==> src/rtl/riscv_pkg.sv <==
// rtl/riscv_pkg.sv - shared RV32M divide-group constants, FSM state type and decode helpers
package riscv_pkg;

  localparam int XLEN_DEFAULT = 32;

  localparam logic [6:0] OP_RTYPE      = 7'b0110011;
  localparam logic [6:0] FUNCT7_MULDIV = 7'b0000001;

  localparam logic [2:0] F3_DIV  = 3'b100;
  localparam logic [2:0] F3_DIVU = 3'b101;
  localparam logic [2:0] F3_REM  = 3'b110;
  localparam logic [2:0] F3_REMU = 3'b111;

  typedef enum logic [1:0] {
    S_IDLE,
    S_RUN,
    S_FIX,
    S_DONE
  } div_state_t;

  function automatic logic is_signed_div(input logic [2:0] f3);
    return (f3 == F3_DIV) || (f3 == F3_REM);
  endfunction

  function automatic logic is_rem_div(input logic [2:0] f3);
    return (f3 == F3_REM) || (f3 == F3_REMU);
  endfunction

endpackage

==> src/rtl/div_step.sv <==
// rtl/div_step.sv - one combinational restoring-divide step on the {rem,quo} pair
module div_step #(
  parameter int XLEN = 32
) (
  input  logic [2*XLEN-1:0] rq_in,
  input  logic [XLEN-1:0]   divisor,
  output logic [2*XLEN-1:0] rq_out
);

  logic [XLEN:0]   shifted;
  logic [XLEN:0]   trial;
  logic [XLEN-1:0] quo_sh;

  // shifted < 2*divisor, so a non-negative trial always fits in XLEN bits
  assign shifted = rq_in[2*XLEN-1:XLEN-1];
  assign quo_sh  = {rq_in[XLEN-2:0], 1'b0};
  assign trial   = shifted - {1'b0, divisor};

  always_comb begin
    rq_out = {shifted[XLEN-1:0], quo_sh};
    if (!trial[XLEN]) begin
      rq_out = {trial[XLEN-1:0], quo_sh | {{(XLEN-1){1'b0}}, 1'b1}};
    end
  end

endmodule

==> src/rtl/div_seq.sv <==
// rtl/div_seq.sv - iterative RV32M DIV/DIVU/REM/REMU sequencer; DIV_RADIX4_EN selects two steps per cycle
module div_seq
  import riscv_pkg::*;
#(
  parameter int XLEN = XLEN_DEFAULT
) (
  input  logic            clk,
  input  logic            rst_n,
  input  logic            start_EX,
  input  logic [2:0]      funct3_EX,
  input  logic [XLEN-1:0] a_EX,
  input  logic [XLEN-1:0] b_EX,
  input  logic            kill,
  output logic            stall_EX,
  output logic            busy,
  output logic            done,
  output logic [XLEN-1:0] result
);

`ifdef DIV_RADIX4_EN
  localparam int STEPS = 2;
`else
  localparam int STEPS = 1;
`endif
  localparam int N  = XLEN / STEPS;
  localparam int CW = $clog2(XLEN + 1);
  localparam logic [XLEN-1:0] MIN_INT = {1'b1, {(XLEN-1){1'b0}}};

  div_state_t      state;
  logic [2:0]      f3_q;
  logic [XLEN-1:0] rem_q, quo_q, dvs_q, res_q;
  logic            q_sign_q, a_sign_q;
  logic [CW-1:0]   cnt_q;

  logic            sgn_in, a_neg, b_neg, ovf_in;
  logic [XLEN-1:0] a_abs, b_abs, q_fix, r_fix;
  logic [2*XLEN-1:0] rq_next;

  assign sgn_in = is_signed_div(funct3_EX);
  assign a_neg  = sgn_in & a_EX[XLEN-1];
  assign b_neg  = sgn_in & b_EX[XLEN-1];
  assign a_abs  = a_neg ? -a_EX : a_EX;
  assign b_abs  = b_neg ? -b_EX : b_EX;
  assign ovf_in = sgn_in && (a_EX == MIN_INT) && (b_EX == '1);

`ifdef DIV_RADIX4_EN
  logic [2*XLEN-1:0] rq_mid;
  div_step #(.XLEN(XLEN)) u_step0 (.rq_in({rem_q, quo_q}), .divisor(dvs_q), .rq_out(rq_mid));
  div_step #(.XLEN(XLEN)) u_step1 (.rq_in(rq_mid), .divisor(dvs_q), .rq_out(rq_next));
`else
  div_step #(.XLEN(XLEN)) u_step0 (.rq_in({rem_q, quo_q}), .divisor(dvs_q), .rq_out(rq_next));
`endif

  assign q_fix = q_sign_q ? -quo_q : quo_q;
  assign r_fix = a_sign_q ? -rem_q : rem_q;

  assign stall_EX = ~kill & (((state == S_IDLE) & start_EX) | (state == S_RUN) | (state == S_FIX));
  assign busy     = (state != S_IDLE);
  assign result   = res_q;

  // res_q is only non-zero during the DONE cycle, so result reads 0 whenever done is low
  always_ff @(posedge clk or negedge rst_n) begin
    if (!rst_n) begin
      state    <= S_IDLE;
      f3_q     <= '0;
      rem_q    <= '0;
      quo_q    <= '0;
      dvs_q    <= '0;
      res_q    <= '0;
      q_sign_q <= 1'b0;
      a_sign_q <= 1'b0;
      cnt_q    <= '0;
      done     <= 1'b0;
    end else if (kill) begin
      state <= S_IDLE;
      res_q <= '0;
      done  <= 1'b0;
    end else begin
      case (state)
        S_IDLE: begin
          if (start_EX) begin
            f3_q     <= funct3_EX;
            rem_q    <= '0;
            quo_q    <= a_abs;
            dvs_q    <= b_abs;
            q_sign_q <= a_neg ^ b_neg;
            a_sign_q <= a_neg;
            cnt_q    <= CW'(N);
            if (b_EX == '0) begin
              res_q <= is_rem_div(funct3_EX) ? a_EX : '1;
              done  <= 1'b1;
              state <= S_DONE;
            end else if (ovf_in) begin
              res_q <= is_rem_div(funct3_EX) ? '0 : MIN_INT;
              done  <= 1'b1;
              state <= S_DONE;
            end else begin
              state <= S_RUN;
            end
          end
        end
        S_RUN: begin
          {rem_q, quo_q} <= rq_next;
          cnt_q          <= cnt_q - CW'(1);
          if (cnt_q == CW'(1)) state <= S_FIX;
        end
        S_FIX: begin
          res_q <= is_rem_div(f3_q) ? r_fix : q_fix;
          done  <= 1'b1;
          state <= S_DONE;
        end
        S_DONE: begin
          res_q <= '0;
          done  <= 1'b0;
          state <= S_IDLE;
        end
        default: state <= S_IDLE;
      endcase
    end
  end

endmodule

==> config.mk <==
export PLATFORM = sky130hd
export DESIGN_NAME = div_seq
export DESIGN_NICKNAME = d
export VERILOG_FILES = /design/src/rtl/riscv_pkg.sv /design/src/rtl/div_step.sv /design/src/rtl/div_seq.sv
export SDC_FILE = /design/constraint.sdc
export NUM_CORES = 1
export LEC_CHECK = 0
export BUFFER_PORTS_ARGS = -buffer_cell sky130_fd_sc_hd__buf_4
export CAP_MARGIN = 25
export CORE_UTILIZATION = 50
export CTS_BUF_LIST = sky130_fd_sc_hd__clkbuf_4 sky130_fd_sc_hd__clkbuf_8
export CTS_CLUSTER_SIZE = 14
export DETAILED_ROUTE_END_ITERATION = 10
export PLACE_DENSITY = 0.69
export REMOVE_ABC_BUFFERS = 1
export SYNTH_ARGS = -nofsm -noshare
export SYNTH_HDL_FRONTEND = slang
export SYNTH_SLANG_ARGS = --single-unit
export TNS_END_PERCENT = 50
==> constraint.sdc <==
create_clock -name clk -period 3.6 [get_ports clk]
set_clock_uncertainty 0.15 [all_clocks]
set_input_delay 0.18 -clock clk [delete_from_list [all_inputs] [get_ports clk]]
set_output_delay 0.18 -clock clk [all_outputs]
set_load 0.005 [all_outputs]
### Word level (Yosys, flattened, before mapping)

Cells that the tools add are included.

| cells by class | value |
|---|---|
| reductions and logical operators | 14 |
| mux-type cells | 30 |
| equal/unequal tests | 15 |
| bitwise gates (word level) | 8 |
| add/sub/neg operators | 6 |

Operators with widths:

| kind | number |
|---|---|
| two-way mux 32 bit | 13 |
| negator 32 bit | 4 |
| case mux 32 bit (2 select lines) | 2 |
| case mux 32 bit (3 select lines) | 1 |
| == test 32 bit, second input constant | 2 |
| two-way mux 64 bit | 1 |
| subtractor 33 x 32 -> 33 bit | 1 |
| zero test 32 bit | 1 |
| == test 3 bit, second input constant | 5 |
| case mux 6 bit (2 select lines) | 1 |
| two-way mux 2 bit | 5 |
| AND reduction 3 bit | 3 |
| case mux 2 bit (4 select lines) | 1 |
| == test 6 x 1 -> 1 bit, second input constant | 1 |
| two-way mux 6 bit | 1 |
| subtractor 6 x 1 -> 6 bit, second input constant | 1 |
| bitwise AND 1 bit | 4 |
| == test 2 bit, second input constant | 2 |
| two-way mux 1 bit | 4 |
| inequality test 4 x 3 -> 1 bit, second input constant | 1 |
| nonzero test 2 bit | 2 |
| nonzero test 4 bit | 1 |
| logical OR 1 bit | 3 |
| inequality test 3 x 2 -> 1 bit, second input constant | 1 |
| 10 further kinds | 12 |

| word-level totals | value |
|---|---|
| output and inout port bits | 35 |
| input port bits | 71 |
| register bits after elaboration | 142 |

### Depth between registers and ports, before layout

Gate-level depths: netlist (run 1).

| depth | value |
|---|---|
| depth in word-level cells | 9 |
| mapped depth | 14 |
| depth with buffers taken out | 12 |

### Cells and area by module

From an unflattened synthesis (run 1), not the netlist that was laid out.

| unflattened totals | value |
|---|---|
| cells, all modules | 1476 |
| area, all modules | 11930.2 sq um |

Modules (own cells, without submodules):

| module | area an instance (sq um) | instances | cells an instance | sequential area each (sq um) |
|---|---|---|---|---|
| div_seq | 9277.6 | 1 | 1138 | 3528.4 |
| div_step | 2652.5 | 1 | 338 | 0.0 |

### Worst setup path after synthesis (run 1)

OpenSTA, ideal clock, no wires.

| path | value |
|---|---|
| kind | flip-flop to flip-flop |
| from | reg quo_q[31] |
| to | reg rem_q[22] |
| library setup time | 0.132 ns |
| stages on the path, launching flop included | 15 |
| data arrival time | 2.950 ns |
| path slack | 0.368 ns |
| required time | 3.318 ns |
| path buffers | 2 |
| cells stage by stage | dfrtp_1 -> inv_1 -> ha_1 -> fa_1 -> and2b_1 -> o2111ai_1 -> a2111oi_0 -> nor4b_2 -> a311oi_1 -> o211ai_1 -> nand3_1 -> buf_6 -> buf_6 -> mux2i_1 -> o21ai_1 |

| between the ends | value |
|---|---|
| word-level cells in the longest chain between the ends | 3 |

Ends and longest elaborated chain:

| what | RTL line | source |
|---|---|---|
| from (decl) | div_seq.sv:31 | `logic [XLEN-1:0] rem_q, quo_q, dvs_q, res_q;` |
| from (signal assigned) | div_seq.sv:84 | `quo_q <= a_abs;` |
| from (signal assigned) | div_seq.sv:103 | `{rem_q, quo_q} <= rq_next;` |
| subtractor 33 x 32 -> 33 bit | div_step.sv:17 | `assign trial = shifted - {1'b0, divisor};` |
| two-way mux 64 bit | div_step.sv:21 | `if (!trial[XLEN]) begin` |
| case mux 32 bit (2 select lines) | div_seq.sv:79 | `case (state)` |
| to (signal assigned) | div_seq.sv:103 |  |
| to (decl) | div_seq.sv:31 |  |

No other way between the ends.
A chain may end at the register's enable or synchronous reset.

### Worst setup path in the final report (run 1)

| path | value |
|---|---|
| from | in a_EX[0] |
| to | reg res_q[4] (netlist: result[4]) |

| between the ends | value |
|---|---|
| word-level cells in the longest chain between the ends | 5 |

Ends and longest elaborated chain:

| what | RTL line | source |
|---|---|---|
| from (decl) | div_seq.sv:11 | `input logic [XLEN-1:0] a_EX,` |
| == test 32 bit | div_seq.sv:44 | `assign ovf_in = sgn_in && (a_EX == MIN_INT) && (b_EX == '1);` |
| logical AND 1 bit (2 in a row) | div_seq.sv:44 |  |
| inequality test 4 x 3 -> 1 bit (no line) | n/a |  |
| AND reduction 3 bit (no line) | n/a |  |
| to (signal assigned) | div_seq.sv:90 | `res_q <= is_rem_div(funct3_EX) ? a_EX : '1;` |
| to (signal assigned) | div_seq.sv:94 | `res_q <= is_rem_div(funct3_EX) ? '0 : MIN_INT;` |
| to (signal assigned) | div_seq.sv:108 | `res_q <= is_rem_div(f3_q) ? r_fix : q_fix;` |
| to (decl) | div_seq.sv:31 |  |

No other way between the ends.

==> results by group, run 1 <==
Pwr
  • Peak supply drop: 0.593 mV
  • Tot Pwr: 12.1 mW
  • PwrDens: 874 nW/um2
  • Static Leak: 5.91 nW

Global route
  • GRT Util Overall: 29.5%
  • Global-route wire length before repair: 54.6 mm
  • Largest net degree at the start of global routing: 81
  • Number of global-route vias before repair: 10523
  • Grt total ovfl: 0
  • Initial antenna violation count: 0

STA
  • Final period util: 98.1%
  • Maximum clock frequency: 283 MHz
  • Final hold violation count: 0
  • Actual slew at the worst max-slew pin: 0.980 ns
  • Crit path time final: 3.53 ns
  • Setup violations, final: 0
  • Setup ws final: 0.0670 ns
  • Final setup TNS: 0 ns
  • Slew margin rel.: 34.5%
  • Max-slew violations: 0

Outcome
  • Outcome: finished with violations
  • Failing checks: DRC

Layout
  • Ant. Diodes: 0
  • Area Growth Syn to Fin: 22.7%
  • Layout cell share with drive strength beyond 1: 14.7%
  • Fillers: 1937
  • Final Util: 62.9%
  • # nets final: 1701

Drt
  • Vias post-DR: 10961
  • Mean routed wirelength per cell: 17.8 um
  • Remaining DRCs: 16
  • Antenna viol nets, final: 0
  • Initial DRC count: 822
  • Drt pass-1 iters: 8
  • Routed WL: 33.4 mm
  • Mean number of vias per cell: 5.83

Critical path
  • Crit path launch type: input pin
  • Critical Path RT: 3.87 ns
  • Critical path's slowest cell: dlygate4sd3_1
  • Critical path class: input pin to flop
  • CP bufs+invs: 5
  • Worst Setup SP: a_EX[0]
  • Critical path fanouts, max: 29
  • Worst R2R Path Depth: 11
  • Crit path DAT: 3.80 ns
  • Worst path depth: 14
  • Critical path cell sequence: dlygate4sd3_1 -> buf_4 -> inv_1 -> ha_1 -> nor2b_1 -> nand4_1 -> nand4bb_4 -> nor3_2 -> nor2_1 -> o22ai_2 -> buf_12 -> nor2_1 -> a311oi_1 -> dlygate4sd3_1
  • Max incr delay on CP: 0.58 ns
  • CP endpoint kind: flop
  • Reg2reg start: rem_q[3]
  • CP top delay family: buffers and inverters

Worst hold path
  • Hold path depth: 5
  • Class of the worst hold path: input pin to flop
  • Hold path startpoint: a_EX[29]

Place
  • Port Buffer Count: 105
  • Final GP Congestion: 0.917
  • DP Wirelength: 24.3 mm
  • DP Worst Slack: 0.0303 ns

Synthesis
  • Predominant post-synthesis flop cell: dfrtp_1
  • List of most frequent post-synthesis cells: nand2_1, o21ai_0, dfrtp_1
  • Register area share after synthesis: 31.4%
  • EDFF count, synth: 0
  • Yosys warns: 0
  • Top cell type by total area after synthesis: dfrtp_1
  • Dominant cells by area after synthesis: dfrtp_1, nand2_1, o21ai_0, xnor2_1, xor2_1
  • Cells after synthesis: 1413
  • Mapped cell area: 11300 um2
  • Yosys top cell area share: 31.4%
  • Count leader, synth: nand2_1
  • #FFs+latches synth: 141
  • Distinct cells, synth: 74
  • Avg Cell Area, Syn: 7.96 um2
  • FFs w/ async S/R, synth: 100%

Floorplan
  • Chip Height: 152 um
  • Num rows: 54
  • Initial Util: 51.2%
  • Number of I/O pins: 106
  • Core ar.: 22000 um2
  • Chip width: 152 um
  • Full die area: 23100 um2

Clocking
  • TritonCTS clock tree: yes
  • H-tree depth: 4
  • Clock latency on the worst-skew pair: 0.46 ns
  • Clk pin slew, worst setup/hold paths: 0.09 ns
  • Clk buf depth: 2
  • Clk root buf: clkbuf_8
  • Clock Sinks: 141
  • Num CTS Buffers: 17

Run
  • Max_cap viols: 0
-- path summary, 6_finish.rpt --
check,to,slack (ns)
setup / recovery,result[4],0.07
hold / removal,quo_q[29],0.01
setup reg to reg,rem_q[24],0.14
hold reg to reg,dvs_q[29],0.33
max in group asynchronous,rem_q[24],2.25
min in group asynchronous,quo_q[6],0.17
-- state kept, by name, summed over array words and instances, names as in the netlist --
name      flops
dvs_q        32
q_sign_q      1
result       32
quo_q        32
cnt_q         6
f3_q          2
a_sign_q      1
done          1
state         2
rem_q        32
-- cell families (layout without fill, tap and decap cells) --
| group | Yosys count | in the layout | synth area share [%] |
|---|---|---|---|
| and+or+nand+nor | 467 | 467 | 20.3 |
| muxes | 32 | 32 | 2.88 |
| xor gates and xnor gates | 149 | 149 | 11.6 |
| DFF | 141 | 141 | 31.4 |
| AOI/OAI and AO/OA | 443 | 443 | 23.9 |
| buffers and inverters | 137 | 323 | 5.01 |
| adders and majority gates | 44 | 44 | 4.96 |
-- per-layer routing --
metal  GRT usage (%)  wire (um)  vias to the layer above
met5               0          0                        -
met4            8.21        588                        0
met3            3.48       1900                       37
met2            50.0      15900                      370
met1            39.7      15000                     5169
li1                -          -                     5385
-- cell type report --
class,instances,area (um2),share of cell area [%]
clock buffers,23,304,2.20
well taps,280,350,2.54
inverters,57,214,1.55
multi-input cells,1135,7250,52.5
flip-flops and latches,141,3530,25.6
repair buffers,234,2000,14.5
clock inverters,9,158,1.14
-- timing repair --
item | 4_1_cts | 5_1_grt
resized for setup | 1 | 12
pin swaps | 0 | 4
endpoints found under the setup margin | 7 | 35
hold endpoints to repair | 145 | 0
hold buffers | 73 | 0
cloned | 0 | 0
buffers inserted | 0 | 3
-- layout by cell type (no fill, tap or decap), drive strengths merged, types with 5 or more instances in the layout --
master	n
nand2	200
o21ai	175
buf	161
dfrtp	141
a21oi	106
nor2	98
xnor2	75
xor2	74
dlygate4sd3	73
inv	57
ha	43
o31ai	36
o211ai	33
mux2i	29
nand3	24
clkbuf	23
nor3	22
or3	21
nand4	17
nor4	17
a21o	13
o41ai	13
a31oi	12
a311oi	12
or4	11
or2	9
and2	9
o21a	8
nand2b	8
a211oi	8
and3	7
nor2b	6
clkinvlp	5
nand3b	5
o22ai	5
-- power by group --
| part | switching [mW] | total (mW) | internal [mW] |
|---|---|---|---|
| registers | 0.720 | 2.86 | 2.14 |
| logic | 4.34 | 7.69 | 3.35 |
| clock network | 0.662 | 1.51 | 0.845 |
-- worst reg2reg max path: stages, from the launching register on --
cell,delay [ns]
dfrtp_1,0.41
ha_1,0.38
a21o_1,0.22
a21oi_1,0.33
a2111oi_4,0.14
nor4b_4,0.39
a311oi_2,0.15
or4_1,0.47
nand3_4,0.18
buf_6,0.20
mux2i_1,0.20
o22ai_1,0.09
-- stage by stage --
stage	instances	cell area, um2	hold WS, ns
after floorplan	1333	10900	-0.266
after global placement	1770	12500	0.124
after detailed placement	1770	12500	0.135
after CTS	1875	13700	0.00114
after global routing	1879	13800	0.0717
final	1879	13800	0.0133
Power figures use the tool's default switching activity.
==> run 2: changes to the inputs <==
--- a/config.mk
+++ b/config.mk
@@ -13,6 +13,7 @@
 export DETAILED_ROUTE_END_ITERATION = 10
 export PLACE_DENSITY = 0.69
 export REMOVE_ABC_BUFFERS = 1
+export SETUP_SLACK_MARGIN = 0.2
 export SYNTH_ARGS = -nofsm -noshare
 export SYNTH_HDL_FRONTEND = slang
 export SYNTH_SLANG_ARGS = --single-unit
==> run 2 against run 1 <==
  * The flow still finishes with violations (DRC)
  * Fmax is 8.5% higher
  * Count of clock-buffer cells in the layout is the same
  * Sequential power barely moved
  * Routed wire length fell by 0.46%
  * Critical path depth unchanged
  * Setup slack improved by 0.28 ns
  * Cell area fell by 0.13%
  * Non-clock buffer count is 3 lower
  * Register-to-register slack improved by 0.22 ns
  * First-iteration DRC count down 0.24%
  * Clock power about the same
  * Hold slack improved by 0.0037 ns
  * Critical path type unchanged
  * Critical endpoint is now result[10]
  * Largest power group unchanged
==> results by group, run 2 (synthesis results as in run 1) <==
Worst hold path
  • Class of the worst hold path: input pin to flop
  • Hold path depth: 5

Clocking
  • Clk root buf: clkbuf_8
  • Clk pin slew, worst setup/hold paths: 0.08 ns
  • TritonCTS clock tree: yes
  • Clock Sinks: 141
  • Clock latency on the worst-skew pair: 0.47 ns
  • H-tree depth: 4
  • Clk buf depth: 2
  • Num CTS Buffers: 17

Layout
  • Final Util: 62.8%
  • # nets final: 1698
  • Area Growth Syn to Fin: 22.5%
  • Layout cell share with drive strength beyond 1: 15.2%
  • Ant. Diodes: 0
  • Commonest cells after routing, fill and taps aside: nand2_1, buf_4, o21ai_0, dfrtp_1, a21oi_1
  • Cell area after layout: 13800 um2
  • Fillers: 1938
  • Final std cells w/o fill: 1876
  • Most common cell after layout, fill and taps aside: nand2_1

Place
  • Placed cell count: 1770
  • Port Buffer Count: 105
  • DP Wirelength: 24.3 mm
  • Final GP Congestion: 0.917
  • Post-DP Area: 12500 um2
  • DP Worst Slack: 0.0303 ns

Global route
  • Largest net degree at the start of global routing: 81
  • Initial antenna violation count: 0
  • Global-route wire length before repair: 54.6 mm
  • GRT Util Overall: 29.5%
  • Number of global-route vias before repair: 10515
  • Grt total ovfl: 0

Floorplan
  • Chip width: 152 um
  • Core ar.: 22000 um2
  • Num rows: 54
  • Number of I/O pins: 106
  • Initial Util: 51.2%
  • Full die area: 23100 um2
  • Chip Height: 152 um

Critical path
  • Crit path launch type: input pin
  • CP endpoint kind: flop
  • Critical path fanouts, max: 29
  • Worst R2R Path Depth: 11
  • Critical path class: input pin to flop
  • Crit path DAT: 3.49 ns
  • Critical Path RT: 3.84 ns

Outcome
  • Failing checks: DRC
  • Outcome: finished with violations

Drt
  • Remaining DRCs: 16
  • Mean number of vias per cell: 5.82
  • Mean routed wirelength per cell: 17.7 um
  • Drt pass-1 iters: 8
  • Vias post-DR: 10911
  • Routed WL: 33.3 mm
  • Initial DRC count: 820
  • Antenna viol nets, final: 0

Pwr
  • Peak supply drop: 0.592 mV
  • PwrDens: 883 nW/um2
  • Static Leak: 5.84 nW
  • Tot Pwr: 12.2 mW

STA
  • Final setup TNS: 0 ns
  • Setup ws final: 0.343 ns
  • Slew margin rel.: 35.0%
  • Final period util: 90.5%
  • Setup violations, final: 0
  • RSZ-0062 raised after global routing: true
  • WHS: 0.0171 ns
  • Maximum clock frequency: 307 MHz
  • Actual slew at the worst max-slew pin: 0.973 ns
  • Final hold violation count: 0
  • Max-slew violations: 0
  • Crit path time final: 3.26 ns

Run
  • Max_cap viols: 0
-- run 2: changes by cell type in the layout (fill, tap and decap cells not counted), sizes merged --
| cell | previous run | this run |
|---|---|---|
| dlygate4sd3 | 73 | 69 |
| buf | 161 | 162 |
-- run 2: worst max-delay path: stages --
cell and delay, ns:
dlygate4sd3_1 0.55, buf_4 0.15, inv_1 0.14, ha_1 0.24, nor2b_1 0.18, nand4_1 0.21
nand4bb_1 0.39, nor3_2 0.36, nor2_1 0.14, o22ai_2 0.22, buf_12 0.21, nand3b_1 0.12
buf_4 0.19, o211ai_1 0.20
-- run 2: final cells by class --
cell class | count | area (um2) | area share [%]
well taps | 280 | 350 | 2.54
clock buffers | 23 | 304 | 2.20
inverters | 57 | 214 | 1.55
flip-flops and latches | 141 | 3530 | 25.6
clock inverters | 9 | 158 | 1.14
multi-input cells | 1135 | 7250 | 52.6
repair buffers | 231 | 1980 | 14.4
-- run 2: worst paths after layout --
check                      startpoint    endpoint  slack [ns]
setup / recovery              a_EX[0]  result[10]        0.34
hold / removal               a_EX[29]   quo_q[29]        0.02
setup reg to reg            rem_q[18]    rem_q[5]        0.36
hold reg to reg             dvs_q[27]   dvs_q[27]        0.33
max in group asynchronous       rst_n   rem_q[24]        2.26
min in group asynchronous       rst_n    quo_q[6]        0.16
-- run 2: per-layer routing --
metal  vias to the layer above  share of wire, %  GRT usage (%)
met5                         -                 0              0
met1                      5127                46           39.7
met2                       361                47           49.8
li1                       5379                 -              -
met4                         0               2.2           8.50
met3                        44               5.1           3.57
-- run 2: report_power, final --
group          internal [mW]  total (mW)  switching (mW)  leakage (nW)
combinational           3.43        7.80            4.37          3.78
sequential              2.14        2.86           0.721          1.85
clock                  0.845        1.52           0.672         0.217
-- run 2: timing repair --
| action | in CTS | in global routing |
|---|---|---|
| endpoints found under the hold margin | 145 | 0 |
| hold buffers | 69 | 0 |
| setup endpoints to repair | 31 | 45 |
| setup buffers | 2 | 2 |
| resized for setup | 6 | 16 |
| pin swaps | 2 | 2 |
==> run 3: changes to the inputs <==
--- a/config.mk
+++ b/config.mk
@@ -5,7 +5,7 @@
 export SDC_FILE = /design/constraint.sdc
 export NUM_CORES = 1
 export LEC_CHECK = 0
-export BUFFER_PORTS_ARGS = -buffer_cell sky130_fd_sc_hd__buf_4
+export BUFFER_PORTS_ARGS = -buffer_cell sky130_fd_sc_hd__buf_2
 export CAP_MARGIN = 25
 export CORE_UTILIZATION = 50
 export CTS_BUF_LIST = sky130_fd_sc_hd__clkbuf_4 sky130_fd_sc_hd__clkbuf_8
==> constraint.sdc (replaced) <==
create_clock -name clk -period 3.7 [get_ports clk]
set_clock_uncertainty 0.15 [all_clocks]
set_input_delay 0.185 -clock clk [delete_from_list [all_inputs] [get_ports clk]]
set_output_delay 0.185 -clock clk [all_outputs]
set_load 0.005 [all_outputs]
==> run 3 against run 2 <==
  * The run still ends with DRC left
  * First-iteration DRC count is 9.8% higher
  * Utilization down 2.3 points
  * Sequential power about the same
  * Non-clock buffer count decreased by 22
  * Global-route usage decreased by 1.0 points
  * Hold slack better by 0.0043 ns
  * Count of clock-buffer cells in the layout decreased by 2
  * Clock power about the same
  * Largest cell class unchanged
==> results by group, run 3 (synthesis results as in run 1) <==
Outcome
  • Outcome: finished with violations
  • Failing checks: DRC

Critical path
  • Critical Path RT: 3.93 ns
  • Critical path fanouts, max: 11
  • CP endpoint kind: flop
  • Crit path DAT: 3.56 ns
  • Critical path class: input pin to flop
  • Crit path launch type: input pin

STA
  • RSZ-0062 raised after global routing: true
  • Actual slew at the worst max-slew pin: 1.01 ns
  • Maximum clock frequency: 301 MHz
  • Crit path time final: 3.33 ns
  • Setup ws final: 0.375 ns
  • Final hold violation count: 0
  • Slew margin rel.: 32.7%
  • Setup violations, final: 0
  • WHS: 0.0214 ns
  • Final period util: 89.9%
  • Max-slew violations: 0

Global route
  • Initial antenna violation count: 0
  • Number of global-route vias before repair: 10141
  • GRT Util Overall: 28.4%
  • Global-route wire length before repair: 52.7 mm
  • Grt total ovfl: 0
  • Largest net degree at the start of global routing: 110

Drt
  • Initial DRC count: 900
  • Remaining DRCs: 16
  • Antenna viol nets, final: 0
  • Routed WL: 32.6 mm
  • Mean routed wirelength per cell: 17.6 um
  • Vias post-DR: 10773
  • Mean number of vias per cell: 5.81
  • Drt pass-1 iters: 9

Floorplan
  • Num rows: 54
  • Number of I/O pins: 106
  • Chip Height: 152 um
  • Core ar.: 22000 um2
  • Full die area: 23100 um2
  • Initial Util: 51.2%
  • Chip width: 152 um

Layout
  • # nets final: 1676
  • Final std cells w/o fill: 1854
  • Ant. Diodes: 0
  • Commonest cells after routing, fill and taps aside: nand2_1, o21ai_0, dfrtp_1, a21oi_1, buf_2
  • Fillers: 1915
  • Layout cell share with drive strength beyond 1: 13.8%
  • Most common cell after layout, fill and taps aside: nand2_1
  • Area Growth Syn to Fin: 18.0%
  • Final Util: 60.5%

Place
  • Placed cell count: 1759
  • DP Worst Slack: 0.252 ns
  • Final GP Congestion: 0.921
  • Port Buffer Count: 105
  • DP Wirelength: 23.7 mm

Clocking
  • Clk root buf: clkbuf_8
  • Total setup buffers inserted after CTS: 0
  • H-tree depth: 4
  • Clock Sinks: 141
  • Clk buf depth: 2
  • TritonCTS clock tree: yes
  • Num CTS Buffers: 17
  • Clk pin slew, worst setup/hold paths: 0.09 ns
  • Clock latency on the worst-skew pair: 0.47 ns

Pwr
  • Tot Pwr: 11.5 mW
  • Static Leak: 5.71 nW
  • Peak supply drop: 0.529 mV
  • PwrDens: 866 nW/um2

Run
  • Max_cap viols: 0

Worst hold path
  • Class of the worst hold path: input pin to flop
[run 3: cell count changes in the layout (fill, tap and decap cells not counted), sizes merged]
cell	previous run	this run
buf	162	147
bufinv	4	5
clkbuf	23	21
dlygate4sd3	69	62
clkinv	0	4
clkinvlp	5	2
[run 3: metrics by stage]
stage | area [um2] | setup TNS, ns
floorplan | 10900 | -39.49
global placement | 12100 | 0
detailed placement | 12100 | 0
CTS | 13200 | 0
global route | 13300 | 0
finish | 13300 | 0
[run 3: where the power goes]
group	switching, mW	internal (mW)
combinational	4.10	3.07
clock	0.643	0.851
sequential	0.749	2.08
total	5.49	6.01
[run 3: worst max-delay path, stage by stage]
cell           delay [ns]
dlygate4sd3_1        0.53
buf_2                0.14
nor4_1               0.56
nand4_1              0.33
nand4bb_1            0.40
nor3_1               0.29
buf_4                0.16
nor2_1               0.06
o22ai_2              0.14
buf_4                0.15
nand3b_1             0.15
buf_4                0.24
o211ai_1             0.19
[run 3: routing by layer]
metal | GRT usage [%] | part of all wire (%) | vias to the layer above
met2 | 47.6 | 47 | 332
li1 | - | - | 5344
met3 | 3.08 | 5.0 | 38
met4 | 9.09 | 1.9 | 0
met5 | 0 | 0 | -
met1 | 38.6 | 46 | 5059
[run 3: final timing paths]
check                           from         end  slack [ns]  cells past startpoint
max                          a_EX[5]  result[25]        0.37                     13
min                          a_EX[1]   result[1]        0.02                      3
max reg2reg                 rem_q[0]   rem_q[31]        0.38                     12
min reg2reg                dvs_q[13]   dvs_q[13]        0.33                      2
max in group asynchronous      rst_n  result[31]        1.98                      5
min in group asynchronous      rst_n   result[5]        0.46                      3
[run 3: layout make-up]
| cell class | count | area [um2] | share of cell area (%) |
|---|---|---|---|
| clock buffers | 21 | 277 | 2.08 |
| clock inverters | 11 | 189 | 1.42 |
| inverters | 57 | 214 | 1.61 |
| multi-input cells | 1135 | 7190 | 54.2 |
| flip-flops and latches | 141 | 3530 | 26.6 |
| well taps | 280 | 350 | 2.64 |
| repair buffers | 209 | 1530 | 11.5 |
[run 3: timing repair]
action                                  in CTS  in global routing
endpoints found under the hold margin      165                  8
resized for setup                            0                  5
endpoints found under the setup margin       0                 33
hold buffers                                61                  1
